## src/rtl/rotary_quad_decoder.sv

```systemverilog
// Rotary encoder front end: 2-flop sync + per-line debounce + detent-tracking FSM.
// Latency: raw edge to rot_event is DEBOUNCE_CYCLES+3 cycles; no backpressure, outputs are registered pulses.
module rotary_quad_decoder #(
  parameter int DEBOUNCE_CYCLES = 16,
  parameter int CNT_W           = 5
) (
  input  logic clk,
  input  logic rst_n,
  input  logic ROT_A,
  input  logic ROT_B,
  output logic rot_event,
  output logic rot_dir,
  output logic rot_err
);

  typedef enum logic [2:0] {
    IDLE, CW1, CW2, CW3, CCW1, CCW2, CCW3, RESYNC
  } state_t;

  // Bit 1 carries phase A, bit 0 phase B.
  logic [1:0]       sync1, sync2, filt, prev;
  logic [CNT_W-1:0] cnt [2];
  state_t           state, state_nxt;
  logic             event_nxt, dir_nxt, err_nxt;

  always_ff @(posedge clk or negedge rst_n) begin
    if (!rst_n) begin
      sync1 <= 2'b11;
      sync2 <= 2'b11;
    end else begin
      sync1 <= {ROT_A, ROT_B};
      sync2 <= sync1;
    end
  end

  // filt flips only after the line has disagreed with it on DEBOUNCE_CYCLES+1
  // consecutive edges, giving the k+2+DEBOUNCE_CYCLES raw-to-filt latency.
  always_ff @(posedge clk or negedge rst_n) begin
    if (!rst_n) begin
      filt <= 2'b11;
      for (int i = 0; i < 2; i++) cnt[i] <= '0;
    end else begin
      for (int i = 0; i < 2; i++) begin
        if (sync2[i] == filt[i]) begin
          cnt[i] <= '0;
        end else if (cnt[i] == CNT_W'(DEBOUNCE_CYCLES)) begin
          filt[i] <= sync2[i];
          cnt[i]  <= '0;
        end else begin
          cnt[i] <= cnt[i] + 1'b1;
        end
      end
    end
  end

  always_comb begin
    state_nxt = state;
    event_nxt = 1'b0;
    dir_nxt   = rot_dir;
    err_nxt   = 1'b0;
    if (filt != prev) begin
      if (state == RESYNC) begin
        if (filt == 2'b11) state_nxt = IDLE;
      end else if (filt == ~prev) begin
        err_nxt   = 1'b1;
        state_nxt = RESYNC;
      end else begin
        // Single-bit steps only reach here, so each state sees exactly two neighbours.
        case (state)
          IDLE: begin
            if (filt == 2'b01)      state_nxt = CW1;
            else if (filt == 2'b10) state_nxt = CCW1;
          end
          CW1:  state_nxt = (filt == 2'b00) ? CW2  : IDLE;
          CW2:  state_nxt = (filt == 2'b10) ? CW3  : CW1;
          CW3: begin
            if (filt == 2'b11) begin
              state_nxt = IDLE;
              event_nxt = 1'b1;
              dir_nxt   = 1'b1;
            end else begin
              state_nxt = CW2;
            end
          end
          CCW1: state_nxt = (filt == 2'b00) ? CCW2 : IDLE;
          CCW2: state_nxt = (filt == 2'b01) ? CCW3 : CCW1;
          CCW3: begin
            if (filt == 2'b11) begin
              state_nxt = IDLE;
              event_nxt = 1'b1;
              dir_nxt   = 1'b0;
            end else begin
              state_nxt = CCW2;
            end
          end
          default: state_nxt = state;
        endcase
      end
    end
  end

  always_ff @(posedge clk or negedge rst_n) begin
    if (!rst_n) begin
      state     <= IDLE;
      prev      <= 2'b11;
      rot_event <= 1'b0;
      rot_dir   <= 1'b0;
      rot_err   <= 1'b0;
    end else begin
      state     <= state_nxt;
      prev      <= filt;
      rot_event <= event_nxt;
      rot_dir   <= dir_nxt;
      rot_err   <= err_nxt;
    end
  end

endmodule

```

## config.mk

```make
export PLATFORM = sky130hd
export DESIGN_NAME = rotary_quad_decoder
export DESIGN_NICKNAME = d
export VERILOG_FILES = /design/src/rtl/rotary_quad_decoder.sv
export SDC_FILE = /design/constraint.sdc
export NUM_CORES = 1
export LEC_CHECK = 0
export CAP_MARGIN = 25
export CORE_MARGIN = 8
export CORE_UTILIZATION = 65
export DETAILED_ROUTE_END_ITERATION = 12
export DONT_BUFFER_PORTS = 1
export PLACE_DENSITY = 0.9
export SYNTH_ARGS = -nofsm -noshare
export SYNTH_HDL_FRONTEND = slang
export SYNTH_SLANG_ARGS = --single-unit
```

## constraint.sdc

```tcl
create_clock -name clk -period 5.2 [get_ports clk]
set_input_delay 0.52 -clock clk [delete_from_list [all_inputs] [get_ports clk]]
set_output_delay 0.52 -clock clk [all_outputs]
set_load 0.02 [all_outputs]
```

# [After elaboration in Yosys (flattened, before gate mapping)]
# Index checks and enable logic that the tools add are counted.
[op_classes] n_addsub=2 n_eq_ne=20 mux=27 bitwise=5 reduce_logical=9
[ops] operator="3-bit 2-to-1 mux" count=7
[ops] operator="3-bit one-hot mux with 7 select lines" count=1
[ops] operator="5-bit 2-to-1 mux" count=4
[ops] operator="3-bit equality test, second input constant" count=4
[ops] operator="5-bit by 1-bit adder with 5-bit output, second input constant" count=2
[ops] operator="5-bit equality test, second input constant" count=2
[ops] operator="1-bit 2-to-1 mux" count=10
[ops] operator="9-bit nonzero test" count=1
[ops] operator="2-bit 2-to-1 mux" count=4
[ops] operator="3-bit by 2-bit equality test with 1-bit output, second input constant" count=2
[ops] operator="6-bit AND reduction" count=1
[ops] operator="5-bit != test, second input constant" count=1
[ops] operator="2-bit equality test, second input constant" count=2
[ops] operator="2-bit != test, second input constant" count=2
[ops] operator="1-bit NOT" count=4
[ops] operator="2-bit AND reduction" count=2
[ops] operator="4-bit AND reduction" count=1
[ops] operator="3-bit by 1-bit equality test with 1-bit output, second input constant" count=1
[ops] operator="3-bit zero test" count=1
[ops] operator="1-bit equality test" count=2
[ops] operator="2-bit by 1-bit equality test with 1-bit output, second input constant" count=1
[ops] operator="2-bit equality test" count=1
[ops] operator="2-bit zero test" count=1
[ops] operator="2-bit by 1-bit != test with 1-bit output, second input constant" count=1
[ops] operator="other kinds (5)" count=5
[word_totals] register_bits=24 output_inout_bits=3 elab_cells=74

# [Logic depth before layout (Yosys ltp)]
[logic_depth] word_depth=6 mapped_depth=6 ltp_nobuf=6

# [Worst setup path before layout]
# OpenSTA, ideal clock, no wires.
[synth_timing] kind="register to register" start="register filt[0]" end="register state[2]" t_arrival_ns=1.850 path_slack_ns=3.224 stages_incl_launch_ff=7 path_buffers=0 period_less_slack_ns=1.976 path_cell_list="dfstp_2 -> inv_1 -> ha_1 -> nor4_1 -> maj3_2 -> or2_1 -> o32a_1"
[synth_via] elab_chain_cells=5 word_cells_on_any_way=16
[synth_lines] item="start: declaration" line_no="21" text="logic [1:0] sync1, sync2, filt, prev;"
[synth_lines] item="start signal: indexed assignment" line_no="47" text="filt[i] <= sync2[i];"
[synth_lines] item="2-bit equality test (tied with other cells)" line_no="63, 88"
[synth_lines] item="3-bit 2-to-1 mux (on tied branches)" line_no="88, 71, 85"
[synth_lines] item="3-bit one-hot mux with 7 select lines" line_no="69" text="case (state)"
[synth_lines] item="3-bit 2-to-1 mux" line_no="64" text="end else if (filt == ~prev) begin"
[synth_lines] item="3-bit 2-to-1 mux" line_no="62" text="if (state == RESYNC) begin"
[synth_lines] item="end signal: assignment" line_no="110" text="state <= state_nxt;"
[synth_lines] item="end: declaration" line_no="23" text="state_t state, state_nxt;"
# Several ways; a longest one is shown, not always the timed one.
# A chain may end at the register's enable or synchronous reset.

# [Worst setup path in the final report]
[layout_timing] start="register filt[0]" end="register state[1]"
[layout_via] elab_chain_cells=5 word_cells_on_any_way=18
[layout_lines] item="2-bit by 1-bit equality test with 1-bit output (tied with other cells)" line_no="71, 86"
[layout_lines] item="2-bit 2-to-1 mux (tied with other cells)" line_no="86" text="CCW2: state_nxt = (filt == 2'b01) ? CCW3 : CCW1;"
[layout_lines] item="3-bit one-hot mux with 7 select lines" line_no="69"
[layout_lines] item="3-bit 2-to-1 mux" line_no="64"
[layout_lines] item="3-bit 2-to-1 mux" line_no="62"
# Several ways; a longest one is shown, not always the timed one.

==> results.toml <==
[layout]
fin_util = 0.751
synthToLayoutAreaGrowth_pct = 7.50
layout_common_cells = "16 x dfrtp_1, 12 x nor2_1, 8 x inv_1, 8 x ha_1, 8 x dfstp_2"
antenna_cells = 0
nFillCells = 119
nets = 130
fin_cells = 142
drive_above_1_share = 0.145
final_common_cell = "dfrtp_1"

[setup_path]
cpPeakStageDelay_ns = 0.64
worstPathMaxFanout = 8
worstPathCellList = "inv_1 > ha_1 > nor4_1 > maj3_2 > or2_1 > mux2_2"
endpoint_kind = "flip-flop"
worstSetupPathType = "reg -> reg"
path_buf_inv = 1
start_kind = "flip-flop"
crit_arrival_ns = 2.39
cp_slowest_cell = "dfstp_2"
cp.required_ns = 5.42
cp_top_family = "flip-flops"

[sta]
tns_ns = 0
slew_headroom = 0.515
tightestPinTransition_ns = 0.726
fin_skew_ns = 0.00117
whs_ns = 0.176
timing.fmax_ghz = 0.462
rsz0062_at_grt = "false"
hold_viol = 0
setup_viol = 0
timing.final.crit_share = 0.416
finalMaxSlewViolations = 0
layout_min_cycle_time_ns = 2.16

[yosys]
synth-compound-area-share = 0.0924
synth_edf_count = 0
async_flop_share = 1.00
synth_top_area_cell = "dfrtp_1"
synth-seq-cells = 24
synthXorXnorAreaFrac = 0.101
syn_inst = 114
ys_seq_area_frac = 0.501
synth_warnings = 0
synthAdderAreaFrac = 0.0914
synth_top_cell_area_share = 0.329
synth.avg_cell_area_um2 = 10.7
yosys.area_share.simple = 0.152
syn_area_um2 = 1220
synth_cell_types = 34
ys.flop_type = "dfrtp_1"
yosys-top-cells-area = "dfrtp_1 33%, dfstp_2 17%, ha_1 8.2%"
synthMuxAreaShare = 0.0277
synth_top_family_by_area = "simple AND/OR/NAND/NOR gates"
syn_nets = 126

[flow_run]
cap_violations = 0

[detailed_routing]
viasPerCell = 5.87
vias = 834
drt_iter0_drc = 29
wirelength_um = 2210
ant_nets = 0
firstDrtPassIters = 4
routedWlPerCell_um = 15.6
drc = 0

[die]
ios = 7
dieArea_um2 = 3520
die_x_um = 59.3
fp.dieH_um = 59.3
initial_core_util = 0.698
coreArea_um2 = 1750
rows = 15

[hold_path]
min_path_type = "in -> reg"

[clock_tree]
clock_path_buffers = 2
cts_root_buffer = "clkbuf_4"
clock_sinks = 24
clkLatencyLatePin_ns = 0.32
cts_tree = "done"
cts.htree.levels = 1
cts-buffers-inserted = 3
cts_setup_buffers = 0
path_clk_slew_ns = 0.13

[placed_design]
dpl.cell_count = 136
place.detailed.hpwl_um = 1550
gp_congestion = 0.901
io_buffers = 0

[power_and_ir_drop]
ir_drop_mv = 0.176
leakagePower_nw = 0.568
power_density_nw_per_um2 = 267

[global_routing]
grt_overflow_total = 0
grt_pass1_vias = 874
antenna_found_initial = 0
grt_pass1_wl_um = 3730
grtUsageTotal = 0.141
grt_start_max_net_pins = 17

[run_status]
status = "finished, final reports clean"
==> flip-flops by register name (all words and copies together) (netlist names) <==
signal     flops
rot_event      1
prev           2
rot_dir        1
cnt           10
rot_err        1
filt           2
sync1          2
sync2          2
state          3
==> worst register-to-register path, stage by stage, from the launching register on <==
cell and delay [ns]:
dfstp_2 0.64, inv_1 0.09, ha_1 0.32, nor4_1 0.27, maj3_2 0.30, or2_1 0.12, mux2_2 0.33
==> what timing repair did <==
item | 4_1_cts | 5_1_grt
endpoints found under the hold margin | 16 | 8
gates resized for setup | 0 | 0
hold buffers | 1 | 1
==> metal layers <==
layer / GRT usage / wire length (um)
met2: 0.231 / 1070
met5: 0 / 0
met4: 0.0648 / 60
met1: 0.160 / 962
met3: 0.0456 / 123
==> cells by family (layout without fill, tap and decap cells) <==
group | after synthesis | count (layout)
AND/OR/NAND/NOR | 37 | 37
flip-flops | 24 | 24
AO/OA/AOI/OAI | 16 | 16
XOR/XNOR | 14 | 14
buffers and inverters | 11 | 14
adder cells (fa/ha/maj) | 9 | 9
multiplexers | 3 | 3
==> stage by stage <==
stage | power (W) | setup WS (ns) | instance area [um^2]
4_1_cts | 0.000350 | 3.04 | 1300
5_1_grt | 0.000364 | 2.91 | 1310
6_report | 0.000350 | 3.04 | 1310
3_3_place_gp | 0.000211 | 3.19 | 1240
3_5_place_dp | 0.000212 | 3.06 | 1240
2_1_floorplan | 0.000209 | 3.22 | 1220
==> where the power goes <==
part / switching (W) / leakage [nW] / internal, W
registers: 0.00000471 / 0.302 / 0.000193
clock network: 0.0000586 / 0.0279 / 0.0000780
logic: 0.00000870 / 0.238 / 0.00000605
total: 0.0000721 / 0.568 / 0.000278
==> synth_stat cells (2+ instances only) <==
library cell	instances
and2_1	3
o21ai_0	2
nor2_1	12
nor3_1	4
xor2_1	7
nand2_1	5
mux2_2	3
inv_1	8
dfstp_2	8
a21oi_1	4
dfrtp_1	16
ha_1	8
xnor2_1	7
clkbuf_1	2
nand4_1	2
nand3_1	5
==> layout make-up <==
cell class / count / area [um^2] / share of cell area
Inverter: 8 / 30.0 / 0.0229
Clock inverter: 1 / 30.0 / 0.0229
Tap cell: 25 / 31.3 / 0.0239
Clock buffer: 3 / 22.5 / 0.0172
Timing Repair Buffer: 2 / 20.0 / 0.0153
Multi-Input combinational cell: 79 / 566 / 0.432
Sequential cell: 24 / 611 / 0.466
==> path summary, 6_finish.rpt <==
path                                      from              endpoint  slack, ns  cells past startpoint
max                        filt[0]$_DFFE_PN1P_  state[1]$_DFFE_PN0P_       3.04                      6
min                                      ROT_B    sync1[0]$_DFF_PN1_       0.18                      0
max reg2reg                filt[0]$_DFFE_PN1P_  state[1]$_DFFE_PN0P_       3.04                      6
min reg2reg                 sync1[0]$_DFF_PN1_    sync2[0]$_DFF_PN1_       0.37                      0
max in group asynchronous                rst_n      cnt[3]$_DFF_PN0_       4.07                      1
min in group asynchronous                rst_n      cnt[7]$_DFF_PN0_       0.68                      1
Note: power is estimated with default switching activity, not from simulation.
